## src/rtl/unified_mem_arbiter.sv

```systemverilog
// Arbitrates one single-port memory between instruction fetch (IF) and load/store (D).
// Optional UNIFIED_MEM_ARB_RR_EN selects round-robin instead of fixed D-over-IF priority.
module unified_mem_arbiter #(
  parameter int AW  = 32,
  parameter int DW  = 32,
  parameter int LAT = 2
) (
  input  logic          clk,
  input  logic          rst,
  input  logic          if_req,
  input  logic [AW-1:0] if_addr,
  output logic [DW-1:0] if_rdata,
  output logic          if_done,
  input  logic          d_req,
  input  logic          d_we,
  input  logic          d_byte,
  input  logic [AW-1:0] d_addr,
  input  logic [DW-1:0] d_wdata,
  output logic [DW-1:0] d_rdata,
  output logic          d_done,
  output logic          mem_en,
  output logic          mem_we,
  output logic [3:0]    mem_be,
  output logic [AW-1:0] mem_addr,
  output logic [DW-1:0] mem_wdata,
  input  logic [DW-1:0] mem_rdata,
  output logic          busy
);

  typedef enum logic [1:0] {IDLE, ACCESS, WAIT, RESP} state_t;

  state_t        state_q, state_d;
  logic [3:0]    cnt_q, cnt_d;
  logic          own_d_q, own_d_d;
  logic          we_q, we_d;
  logic          byte_q, byte_d;
  logic [1:0]    lane_q, lane_d;
  logic          grant_d;
  logic [AW-1:0] sel_addr;
  logic [7:0]    rd_byte;
  logic [DW-1:0] rd_steer;

  logic          mem_en_nx, mem_we_nx, if_done_nx, d_done_nx, busy_nx;
  logic [3:0]    mem_be_nx;
  logic [AW-1:0] mem_addr_nx;
  logic [DW-1:0] mem_wdata_nx, if_rdata_nx, d_rdata_nx;

`ifdef UNIFIED_MEM_ARB_RR_EN
  logic last_d_q;

  // Last owner resets to IF so that D wins the first tie.
  always_ff @(posedge clk or negedge rst) begin
    if (!rst)
      last_d_q <= 1'b0;
    else if (state_q == IDLE && (if_req || d_req))
      last_d_q <= grant_d;
  end

  assign grant_d = d_req && (!if_req || !last_d_q);
`else
  assign grant_d = d_req;
`endif

  assign sel_addr = grant_d ? d_addr : if_addr;
  assign rd_byte  = mem_rdata[{lane_q, 3'b000} +: 8];
  assign rd_steer = byte_q ? {{(DW-8){rd_byte[7]}}, rd_byte} : mem_rdata;

  always_comb begin
    state_d      = state_q;
    cnt_d        = cnt_q;
    own_d_d      = own_d_q;
    we_d         = we_q;
    byte_d       = byte_q;
    lane_d       = lane_q;
    mem_en_nx    = 1'b0;
    mem_we_nx    = 1'b0;
    mem_be_nx    = 4'h0;
    mem_addr_nx  = mem_addr;
    mem_wdata_nx = mem_wdata;
    if_rdata_nx  = if_rdata;
    d_rdata_nx   = d_rdata;
    if_done_nx   = 1'b0;
    d_done_nx    = 1'b0;
    case (state_q)
      IDLE: begin
        if (if_req || d_req) begin
          state_d      = ACCESS;
          own_d_d      = grant_d;
          we_d         = grant_d & d_we;
          byte_d       = grant_d & d_byte;
          lane_d       = sel_addr[1:0];
          // Outputs are registered, so the ACCESS-cycle command is loaded here.
          mem_en_nx    = 1'b1;
          mem_we_nx    = grant_d & d_we;
          mem_be_nx    = (grant_d & d_byte) ? (4'b0001 << sel_addr[1:0]) : 4'hF;
          mem_addr_nx  = {sel_addr[AW-1:2], 2'b00};
          mem_wdata_nx = grant_d ? (d_byte ? {4{d_wdata[7:0]}} : d_wdata) : '0;
        end
      end
      ACCESS: begin
        if (we_q) begin
          state_d   = RESP;
          d_done_nx = own_d_q;
          if_done_nx = !own_d_q;
        end else begin
          state_d = WAIT;
          cnt_d   = 4'(LAT);
        end
      end
      WAIT: begin
        if (cnt_q == 4'd1) begin
          state_d = RESP;
          if (own_d_q) begin
            d_rdata_nx = rd_steer;
            d_done_nx  = 1'b1;
          end else begin
            if_rdata_nx = mem_rdata;
            if_done_nx  = 1'b1;
          end
        end else begin
          cnt_d = cnt_q - 4'd1;
        end
      end
      RESP: state_d = IDLE;
      default: state_d = IDLE;
    endcase
    busy_nx = (state_d != IDLE);
  end

  always_ff @(posedge clk or negedge rst) begin
    if (!rst) begin
      state_q   <= IDLE;
      cnt_q     <= '0;
      own_d_q   <= 1'b0;
      we_q      <= 1'b0;
      byte_q    <= 1'b0;
      lane_q    <= '0;
      mem_en    <= 1'b0;
      mem_we    <= 1'b0;
      mem_be    <= '0;
      mem_addr  <= '0;
      mem_wdata <= '0;
      if_rdata  <= '0;
      d_rdata   <= '0;
      if_done   <= 1'b0;
      d_done    <= 1'b0;
      busy      <= 1'b0;
    end else begin
      state_q   <= state_d;
      cnt_q     <= cnt_d;
      own_d_q   <= own_d_d;
      we_q      <= we_d;
      byte_q    <= byte_d;
      lane_q    <= lane_d;
      mem_en    <= mem_en_nx;
      mem_we    <= mem_we_nx;
      mem_be    <= mem_be_nx;
      mem_addr  <= mem_addr_nx;
      mem_wdata <= mem_wdata_nx;
      if_rdata  <= if_rdata_nx;
      d_rdata   <= d_rdata_nx;
      if_done   <= if_done_nx;
      d_done    <= d_done_nx;
      busy      <= busy_nx;
    end
  end

endmodule

```

## config.mk

```make
export PLATFORM = sky130hd
export DESIGN_NAME = unified_mem_arbiter
export DESIGN_NICKNAME = d
export VERILOG_FILES = /design/src/rtl/unified_mem_arbiter.sv
export SDC_FILE = /design/constraint.sdc
export NUM_CORES = 1
export LEC_CHECK = 0
export ABC_AREA = 1
export BUFFER_PORTS_ARGS = -buffer_cell sky130_fd_sc_hd__clkbuf_2
export CORE_UTILIZATION = 40
export CTS_CLUSTER_SIZE = 30
export DETAILED_ROUTE_END_ITERATION = 10
export GPL_ROUTABILITY_DRIVEN = 1
export PLACE_DENSITY = 0.68
export SLEW_MARGIN = 40
export SYNTH_ARGS = -nofsm -noshare
export SYNTH_HDL_FRONTEND = slang
export SYNTH_SLANG_ARGS = --single-unit
```

## constraint.sdc

```tcl
create_clock -name clk -period 1.8 [get_ports clk]
set_input_delay 0.18 -clock clk [delete_from_list [all_inputs] [get_ports clk]]
set_output_delay 0.18 -clock clk [all_outputs]
set_load 0.05 [all_outputs]
```

---- Word-level counts from Yosys, hierarchy flattened ----
Cells that the tools add are included.
storage, ports and cells
  register bits after elaboration ......... 146
  input bits .............................. 134
  output and inout bits ................... 137
  logic and storage cells ................. 63
cells by class
  add/subtract/negate cells ............... 1
  equality and inequality tests ........... 6
  shifts and indexed selects .............. 2
  muxes and demuxes ....................... 26
  bitwise gates (word level) .............. 3
  reduce and logical (&&, ||, !) cells .... 9
operators by type and width
  cell                   number
  $mux W32               4
  $shiftx A32 B6 Y8      1
  $mux W4                5
  $mux W1                11
  $reduce_and A3 Y1      3
  $pmux W2 S4            1
  $pmux W4 S2            1
  $eq A2 B2 Y1 const B   2
  $eq A4 B1 Y1 const B   1
  $mux W2                2
  $ne A2 B2 Y1 const B   2
  $pmux W1 S2            2
  $reduce_bool A2 Y1     2
  $shl A1 B2 Y4 const A  1
  $sub A4 B1 Y4 const B  1
  $and A1 B1 Y1          2
  $eq A2 B1 Y1 const B   1
  $logic_not A2 Y1       1
  $reduce_and A2 Y1      1
  $logic_not A1 Y1       1
  $logic_or A1 B1 Y1     1
  $not A1 Y1             1

---- Depth between registers and ports, before layout ----
  word-level depth ........................ 5
  depth in mapped cells ................... 9
  gate-level depth less buffers ........... 8

---- Worst setup path after synthesis ----
OpenSTA, ideal clock, no wires.
  kind .................................... flip-flop to flip-flop
  from .................................... register state_q[0]
  to ...................................... register if_rdata[10]
  setup time .............................. 0.122 ns
  arrival time ............................ 1.324 ns
  required time ........................... 1.678 ns
  path slack .............................. 0.353 ns
  stages on the path, launching flop included .. 9
  buffers on the path ..................... 1
  clock period less this slack ............ 1.447 ns
  path through ............................ dfrtp_1 inv_1 ha_1 nand3_2 inv_2 nand2_4 buf_2 nand2_1 o21ai_1
between the ends
  cells in the longest elaborated chain, start to end .. 2
ends and longest elaborated chain
  what                                line  text
  start, declared                     32    state_t state_q, state_d;
  start signal, assigned              149   state_q <= state_d;
  $eq A2 B2 Y1                        84    case (state_q)
  $reduce_and A3 Y1 (no source line)  -
  end signal, assigned                160   if_rdata <= if_rdata_nx;
  end, declared                       12    output logic [DW-1:0] if_rdata,
Every way passes these cells.
A chain may end at the register's enable or synchronous reset.

---- Worst setup path in the final report ----
  from .................................... register state_q[0]
  to ...................................... register own_d_q
between the ends
  cells in the longest elaborated chain, start to end .. 2
ends and longest elaborated chain
  what                                line  text
  $logic_not A2 Y1                    84
  $reduce_and A2 Y1 (no source line)  -
  end signal, assigned                151   own_d_q <= own_d_d;
  end, declared                       34    logic own_d_q, own_d_d;
Every way passes these cells.

==> results.toml <==
[detailed_routing]
ant_nets = 0
wirelength_microns = 19300
drtPass1Iterations = 4
drc = 0
vias = 6414
wl_per_cell_microns = 14.21
drt_iter0_markers = 335
viasPerCell = 4.723

[power_and_ir_drop]
p_int_w = 0.009233
power_frac_seq = 0.297
power_density_mw_per_mm2 = 2213
combPwrFrac = 0.539
vdd_drop_max_v = 0.001532
switching_share = 0.5373
clkPwrFrac = 0.164
p_switching_w = 0.01072
p_leak_nw = 5.264

[worst_setup_path]
path_max_fanout = 27
cp_slowest_stage_delay_ns = 0.43
critPathKind = "flip-flop to flip-flop"
crit_path_end_kind = "flip-flop"
crit_arrival_ns = 1.87
crit_chain = "inv_1 > ha_1 > inv_1 > nor2_4 > nand2_2 > o21ai_0"
start_kind = "flip-flop"
r2r_cells = 6
worst_path_max_delay_cell = "nand2_2"
worstPathRequired_ns = 2.07
crit_top_cell = "inv_1"

[floorplanning]
die_w_microns = 132.4
io_pins = 271
row_count = 47
die_h_microns = 132.4
start_util = 0.4101
die_area_sq_mm = 0.01753
core_area_sq_mm = 0.01658

[cts]
cts_buffers = 17
clk_path_buf_depth = 2
clk_latency_ns = 0.42
htreeDepth = 4
path_clk_slew_ns = 0.05
cts_tree = "yes"
cts.root.buffer_cell = "clkbuf_16"
cts.sinks = 146

[min_path]
hold_class = "primary input to flip-flop"
holdPathStages = 3

[sta]
post-route-period-util = 0.8906
clock.fmax_mhz = 623.8
final.setup.tns_ns = 0
period_minus_slack_ns = 1.603
slew-limit-headroom = 0.4887
slew_viol_final = 0
rsz0062_at_grt = "false"
setup_violations = 0
hold_violations = 0
worst_slew_pin_slew_ns = 0.7661
clock_skew_ns = 0.01176

[synth]
avgSynthCellArea_sq_um = 7.991
syn_inst = 851
ys_ff_latch = 146
synth.cell_area_sq_mm = 0.006800
yosysUniqueCellTypes = 29
yosysSeqAreaShare = 0.5373
yosysWarnings = 0

[placed_design]
dpl.cell_count = 1314
dp_hpwl_microns = 14500
io_buffers = 268
gp_congestion = 0.8447

[global_route]
grtUsageTotal = 0.2275
grt_pass1_wl_microns = 30890
antenna_found_initial = 0
grt_max_degree = 65
grt-ovfl-total = 0
grt_pass1_vias = 6138

[finish]
drive_gt1_frac = 0.2909
final_cells = 1358
area_growth_pct = 32.60
n_antenna_cell = 0
n_fill_cell = 1620
final_nets = 1265

[status]
status = "complete, no violations"

[run]
drv_cap = 0
-- layout by cell type (no fill, tap or decap), types with 2 or more instances in the layout --
master,count
clkbuf_2,267
nand2_1,237
dfrtp_1,146
inv_1,137
o21ai_1,88
nor2_1,56
a21oi_1,56
o21ai_0,41
nand3_1,17
clkbuf_16,17
buf_4,15
dlygate4sd3_1,10
nand4_1,6
ha_1,5
clkinvlp_4,5
buf_12,5
clkinv_2,4
inv_2,3
nand2_2,2
xnor2_1,2
conb_1,2
clkinv_4,2
-- final cells by class --
cell class                 instances  area [sq um]  area share
timing repair buffer             298          1660      0.1841
clock buffer                      18         429.2     0.04759
inverter                         141         529.3     0.05869
tap                              220         275.3     0.03053
multi-input combinational        522          2356      0.2613
sequential                       146          3654      0.4052
clock inverter                    13         113.9     0.01263
-- Yosys cell counts, drive strengths merged --
cell type / count / area, sq um
a211oi: 1 / 7.510
a21oi: 57 / 289.0
buf: 34 / 240.2
clkbuf: 9 / 33.78
clkinv: 1 / 3.750
conb: 1 / 3.750
dfrtp: 146 / 3654
ha: 5 / 62.56
inv: 140 / 525.5
nand2: 241 / 924.6
nand3: 18 / 95.09
nand4: 7 / 58.81
nor2: 58 / 227.7
nor3: 1 / 5.000
o21ai: 129 / 645.6
or2: 1 / 6.260
xnor2: 2 / 17.52
-- metrics by stage --
stage	hold slack, ns	worst slack (ns)	utilization	cell area [sq um]	power (W)
floorplan	-0.1156	0.3532	-	6804	0.01390
global placement	0.1213	0.1655	0.5031	8343	0.01657
detailed placement	0.1213	0.07970	0.5031	8343	0.01674
CTS	0.005947	0.07159	0.5419	8986	0.02008
global route	0.01615	0.03426	0.5438	9017	0.02110
finish	0.01539	0.1969	0.5438	9017	0.01996
-- sequential cells by signal (all words and copies together) (netlist names), 2 cells and up --
register	cells
mem_wdata	32
state_q	2
if_rdata	32
cnt_q	4
mem_addr	30
mem_be	4
d_rdata	32
lane_q	2
-- layer usage --
metal / vias to the layer above / global-route usage / wire (microns)
met5: - / 0 / 0
li1: 3184 / - / -
met2: 257 / 0.3874 / 9473
met3: 31 / 0.06498 / 1338
met1: 2942 / 0.2776 / 8076
met4: 0 / 0.07280 / 410
-- final timing paths --
| kind | startpoint | slack [ns] | to |
|---|---|---|---|
| worst max-delay path | state_q[0] | 0.20 | own_d_q |
| worst max register to register | state_q[0] | 0.20 | own_d_q |
| worst min-delay path | mem_rdata[6] | 0.02 | if_rdata[6] |
| min in group asynchronous | rst | 0.24 | if_rdata[2] |
| worst min register to register | mem_wdata[29] | 0.48 | mem_wdata[29] |
| max in group asynchronous | rst | 0.89 | mem_wdata[28] |
-- logic make-up (layout without fill, tap and decap cells) --
| group | count (synthesis) | count (layout) | share of synthesized area |
|---|---|---|---|
| xor gates and xnor gates | 2 | 2 | 0.002576 |
| other | 1 | 2 | 0.0005514 |
| AOI/OAI and AO/OA | 187 | 187 | 0.1385 |
| buffers and inverters | 184 | 470 | 0.1181 |
| and+or+nand+nor | 326 | 326 | 0.1937 |
| adders and majority gates | 5 | 5 | 0.009200 |
| DFF | 146 | 146 | 0.5373 |
-- power by group through the flow --
stage                     sequential (W)  clock [W]  combinational [W]
after floorplan                   0.0109          0            0.00298
after global routing             0.00611    0.00348             0.0115
final                            0.00593    0.00328             0.0108
after detailed placement         0.00594          0             0.0108
after global placement           0.00594          0             0.0106
after CTS                        0.00593    0.00334             0.0108
-- worst max-delay path: cells and delay by family (launching register included) --
| family | cells | cell delay (ns) |
|---|---|---|
| adders and majority gates | 1 | 0.19 |
| buffers and inverters | 2 | 0.24 |
| DFF | 1 | 0.35 |
| and+or+nand+nor | 2 | 0.51 |
| AOI/OAI and AO/OA | 1 | 0.16 |
-- what timing repair did --
action	in CTS	in global routing
buffers inserted	0	3
gates resized for setup	0	1
hold endpoints to repair	47	0
hold buffers	10	0
endpoints found under the setup margin	0	35
(Power assumes the default switching activity.)
